[src/rtl/bitmap_pixel_rmw.sv]
// bitmap_pixel_rmw
//   Pixel read-modify-write controller for the 4-bpp playfield bitmap.
//   A CPU bit-mode request becomes either:
//     - a RAM read, a nibble merge and a RAM write (wr=1), or
//     - a RAM read that returns one pixel duplicated in both nibbles (wr=0).
//   Each 16-bit RAM word holds 4 pixels. Pixel p = {PIXB,PIXA} sits in
//   bits [4p+3:4p].
//
// Ports
//   clk        system clock, rising edge
//   RESETn     synchronous active-low reset
//   req        request strobe, only looked at in IDLE
//   wr         1 = pixel write, 0 = pixel read (sampled with req)
//   DRBA       word address [14:1] from the auto-increment stage
//   PIXB/PIXA  pixel select within the word
//   BD         CPU data; BD[3:0] is the pixel value, BD[7:4] is ignored
//   ram_addr   RAM word address (latched DRBA)
//   ram_rd     RAM read strobe; ram_rdata is valid the following cycle
//   ram_rdata  RAM read data
//   ram_we     RAM write strobe
//   ram_wdata  merged word to write
//   busy       high while a transaction is in progress
//   ack        one-cycle completion pulse
//   dout       last read result {pix,pix}; holds until the next read completes
module bitmap_pixel_rmw (
    input  logic        clk,
    input  logic        RESETn,
    input  logic        req,
    input  logic        wr,
    input  logic [13:0] DRBA,
    input  logic        PIXB,
    input  logic        PIXA,
    input  logic [7:0]  BD,
    output logic [13:0] ram_addr,
    output logic        ram_rd,
    input  logic [15:0] ram_rdata,
    output logic        ram_we,
    output logic [15:0] ram_wdata,
    output logic        busy,
    output logic        ack,
    output logic [7:0]  dout
);

    typedef enum logic [2:0] {
        S_IDLE  = 3'd0,
        S_READ  = 3'd1,
        S_CAPT  = 3'd2,
        S_WRITE = 3'd3,
        S_ACK   = 3'd4
    } state_t;

    // Request as captured at acceptance; used for the whole transaction so
    // upstream address/pixel changes mid-flight cannot disturb it.
    typedef struct packed {
        logic [13:0] addr;
        logic [1:0]  pix;
        logic [3:0]  data;
        logic        wr;
    } rmw_req_t;

    state_t      state, state_nxt;
    rmw_req_t    req_q;
    logic [15:0] buf_q;
    logic [7:0]  dout_q;
    logic [15:0] merged;
    logic [3:0]  rd_nib;

    // Upper CPU nibble has no role in bit mode.
    logic unused_bd;
    assign unused_bd = ^BD[7:4];

    // ---------------- state register ----------------
    always_ff @(posedge clk) begin
        if (!RESETn) state <= S_IDLE;
        else         state <= state_nxt;
    end

    // ---------------- next-state logic ----------------
    always_comb begin
        state_nxt = state;
        case (state)
            S_IDLE:  if (req) state_nxt = S_READ;
            S_READ:  state_nxt = S_CAPT;
            S_CAPT:  state_nxt = req_q.wr ? S_WRITE : S_ACK;
            S_WRITE: state_nxt = S_ACK;
            S_ACK:   state_nxt = S_IDLE;
            default: state_nxt = S_IDLE;
        endcase
    end

    // ---------------- datapath registers ----------------
    assign rd_nib = ram_rdata[{req_q.pix, 2'b00} +: 4];

    always_ff @(posedge clk) begin
        if (!RESETn) begin
            req_q  <= '0;
            buf_q  <= '0;
            dout_q <= '0;
        end else begin
            if (state == S_IDLE && req) begin
                req_q.addr <= DRBA;
                req_q.pix  <= {PIXB, PIXA};
                req_q.data <= BD[3:0];
                req_q.wr   <= wr;
            end
            // RAM read latency is one cycle, so data from the READ cycle
            // is on ram_rdata during CAPT.
            if (state == S_CAPT) begin
                buf_q <= ram_rdata;
                if (!req_q.wr) dout_q <= {rd_nib, rd_nib};
            end
        end
    end

    // Replace only the selected nibble; the other three pass through.
    always_comb begin
        merged = buf_q;
        merged[{req_q.pix, 2'b00} +: 4] = req_q.data;
    end

    // ---------------- Moore outputs ----------------
    always_comb begin
        ram_rd    = (state == S_READ);
        ram_we    = (state == S_WRITE);
        busy      = (state != S_IDLE);
        ack       = (state == S_ACK);
        ram_addr  = req_q.addr;
        ram_wdata = merged;
        dout      = dout_q;
    end

endmodule

[config.mk]
export PLATFORM = sky130hd
export DESIGN_NAME = bitmap_pixel_rmw
export DESIGN_NICKNAME = d
export VERILOG_FILES = /design/src/rtl/bitmap_pixel_rmw.sv
export SDC_FILE = /design/constraint.sdc
export NUM_CORES = 1
export LEC_CHECK = 0
export ABC_AREA = 1
export BUFFER_PORTS_ARGS = -buffer_cell sky130_fd_sc_hd__buf_2
export CORE_ASPECT_RATIO = 0.7
export CORE_MARGIN = 2
export CORE_UTILIZATION = 45
export DETAILED_ROUTE_END_ITERATION = 8
export PLACE_DENSITY = 0.75
export SYNTH_ARGS = -nofsm -noshare
export SYNTH_HDL_FRONTEND = slang
export SYNTH_SLANG_ARGS = --single-unit
[constraint.sdc]
create_clock -name clk -period 4.42 [get_ports clk]
set_input_delay 0.663 -clock clk [delete_from_list [all_inputs] [get_ports clk]]
set_output_delay 0.663 -clock clk [all_outputs]
set_load 0.02 [all_outputs]
==> results.sh <==
export IMPL_design_portCount=86
export IMPL_root_buffer="clkbuf_8"
export IMPL_initial_core_util=0.466
export IMPL_detail_route_antenna_nets=0
export IMPL_cp_max_fo=15
export IMPL_flow_area_growth_from_synthesis_pct=16.3
export IMPL_netSwitchingFraction=0.369
export IMPL_p_int_mw=0.684
export IMPL_design_final_nets=414
export IMPL_outcome="completed"
export IMPL_cts_resized=0
export IMPL_worst_path_largest_cell_delay_ns=0.63
export IMPL_fp_dieArea_um2=5540
export IMPL_pwr_density_cell_nw_per_um2=418
export IMPL_synth_seq_cells=44
export IMPL_worst_setup_hold_path_clk_slew_ns=0.08
export IMPL_maximum_number_of_pins_on_one_net_before_global_route_repair=30
export IMPL_cts_inserted_buffers=5
export IMPL_holdCritPathClass="flip-flop to flip-flop"
export IMPL_num_vias=2146
export IMPL_ys_warn_count=0
export IMPL_hpwlAfterDp_um=3880
export IMPL_comb_power_share=0.316
export IMPL_insertion_delay_ns=0.29
export IMPL_clock_sinks=44
export IMPL_path_buf_inv=2
export IMPL_slowest_stage="dfxtp_1"
export IMPL_drt_first_iter_violations=156
export IMPL_core_area_um2=4780
export IMPL_fin_skew_ns=0.00399
export IMPL_synth_enable_flop_cells=0
export IMPL_drv_cap=0
export IMPL_ir_worst_vdd_mv=0.171
export IMPL_finalWorstPathRequiredPeriod_ns=3.13
export IMPL_cp_start_kind="flip-flop"
export IMPL_timing_setup_tns_ns=0
export IMPL_worstPathArrival_ns=2.47
export IMPL_power_switching_mw=0.400
export IMPL_synth_fp_nets=359
export IMPL_antenna_cells_inserted=0
export IMPL_slew_violations=0
export IMPL_path_delay_family="flip-flops"
export IMPL_commonest_non_fill_non_tap_cell_in_the_layout="buf_2"
export IMPL_cts_path_max_buffers=2
export IMPL_grt_first_pass_wirelength_um=8830
export IMPL_p_seq_frac=0.443
export IMPL_layout_cells_most_common_list="buf_2 (81), nand2_1 (67), dfxtp_1 (44)"
export IMPL_grt_setup_unrepaired="no"
export IMPL_power_leakage_nw=1.27
export IMPL_ys_async_sr_fraction=0
export IMPL_first_global_vias=1872
export IMPL_tritoncts_clock_tree="done"
export IMPL_postCtsSetupBuffers=0
export IMPL_global_route_overflow_total=0
export IMPL_groute_usage_overall=0.201
export IMPL_fin_total_pwr_mw=1.08
export IMPL_core_rowCount=21
export IMPL_synth_seq_area_share=0.396
export IMPL_post_synth_cell_area_avg_um2=7.18
export IMPL_synthCells=310
export IMPL_route_detailed_wl_per_inst_um=12.2
export IMPL_synth_flop_cell="dfxtp_1"
export IMPL_achievable_freq_mhz=320
export IMPL_timing_critical_path_required_ns=3.76
export IMPL_drc=0
export IMPL_die_width_um=88.1
export IMPL_final_layout_size_suffix_gt1_frac=0.257
export IMPL_drt_wl_total_um=5300
export IMPL_place_congestion=0.915
export IMPL_cts_max_level=2
export IMPL_post_synth_instance_area_um2=2230
export IMPL_chipHeight_um=62.9
export IMPL_n_fill_cell=508
export IMPL_post_drt_via_cell_ratio=4.93
export IMPL_postCtsHoldBufs=0
export IMPL_criticalPathCategory="flip-flop to output pin"
export IMPL_report_final_hold_viol_count=0
export IMPL_timing_worst_slew_pin_value_ns=0.622
export IMPL_period_share=0.708
export IMPL_endpoint_class_of_the_critical_path="output pin"
export IMPL_share_clk_of_total_power=0.241
export IMPL_antenna_found_initial=0
export IMPL_report_final_setup_viol=0
export IMPL_synth_lib_cells_used_distinct=23
export IMPL_crit_chain="inv_1 -> ha_1 -> nand4_1 -> o22ai_1 -> buf_2"
export IMPL_first_pass_iters=4
export IMPL_slew_headroom=0.585
export IMPL_port_buffers=81
-- cell usage after synthesis (2+ instances only) --
cell	n	share of area
inv_1	34	0.057
o31ai_1	4	0.013
nand3_1	16	0.036
dfxtp_1	44	0.40
buf_6	2	0.010
a21oi_1	33	0.074
ha_1	5	0.028
buf_4	20	0.067
o21ai_0	17	0.038
nand2_1	67	0.11
clkbuf_1	4	0.0067
buf_2	6	0.013
nor2_1	23	0.039
o22ai_1	12	0.034
nand4_1	15	0.042
-- tightest hold or removal path, delay by kind of cell (launching register included) --
| kind | cells | cell delay (ns) |
|---|---|---|
| flip-flops | 1 | 0.31 |
| AND/OR/NAND/NOR | 1 | 0.06 |
| AO/OA/AOI/OAI | 1 | 0.05 |
-- per-layer routing --
metal	wire, um	share of wire	GRT usage
met4	27	0.0051	0.0455
met2	2220	0.42	0.282
met3	435	0.082	0.0462
met1	2610	0.49	0.310
met5	0	0	0
-- area by class of cell --
class                           instances  area [um^2]  area share
Multi-Input combinational cell        197          988       0.381
Sequential cell                        44          881       0.340
Timing Repair Buffer                   81          405       0.156
Inverter                               36          136      0.0526
Clock buffer                            7         86.3      0.0333
Tap cell                               69         86.3      0.0333
Clock inverter                          1         7.51     0.00290
-- sequential cells by signal, summed over array words and instances, names as in the netlist --
register and flops:
buf_q 16, dout 4, ram_addr 14, req_q 7
state 3
-- power by group through the flow --
| stage | Combinational [mW] | Clock (mW) | Sequential, mW |
|---|---|---|---|
| final | 0.342 | 0.261 | 0.480 |
| after global routing | 0.385 | 0.287 | 0.487 |
| after CTS | 0.343 | 0.271 | 0.480 |
| after detailed placement | 0.342 | 0 | 0.489 |
| after global placement | 0.338 | 0 | 0.487 |
| after floorplan | 0.273 | 0 | 0.483 |
-- final timing paths --
kind / start / endpoint / slack, ns / cells after the start
worst max-delay path: req_q[5]$_SDFFE_PN0P_ / ram_wdata[9] / 1.29 / 5
worst min-delay path: ram_addr[13]$_SDFFE_PN0P_ / ram_addr[13]$_SDFFE_PN0P_ / 0.46 / 2
worst max register to register: req_q[5]$_SDFFE_PN0P_ / dout[6]$_SDFFE_PN0P_ / 2.83 / 7
worst min register to register: ram_addr[13]$_SDFFE_PN0P_ / ram_addr[13]$_SDFFE_PN0P_ / 0.46 / 2
-- cells by family (layout without fill, tap and decap cells) --
| kind of cell | after synthesis | count (layout) | share of synthesized area |
|---|---|---|---|
| AO/OA/AOI/OAI | 66 | 66 | 0.160 |
| adder cells (fa/ha/maj) | 5 | 5 | 0.0281 |
| buffers and inverters | 69 | 125 | 0.161 |
| AND/OR/NAND/NOR | 126 | 126 | 0.256 |
| flip-flops | 44 | 44 | 0.396 |
-- stage by stage --
step | hold WS, ns | setup slack (ns) | utilization | cells | cell area (um^2)
finish | 0.460 | 1.29 | 0.542 | 435 | 2590
global route | 0.488 | 1.12 | 0.542 | 435 | 2590
CTS | 0.463 | 1.35 | 0.542 | 435 | 2590
detailed placement | 0.449 | 1.69 | 0.522 | 427 | 2500
global placement | 0.446 | 1.72 | 0.522 | 427 | 2500
floorplan | 0.429 | 2.16 | - | 310 | 2230
No activity file was read; power rests on OpenSTA's default activity.
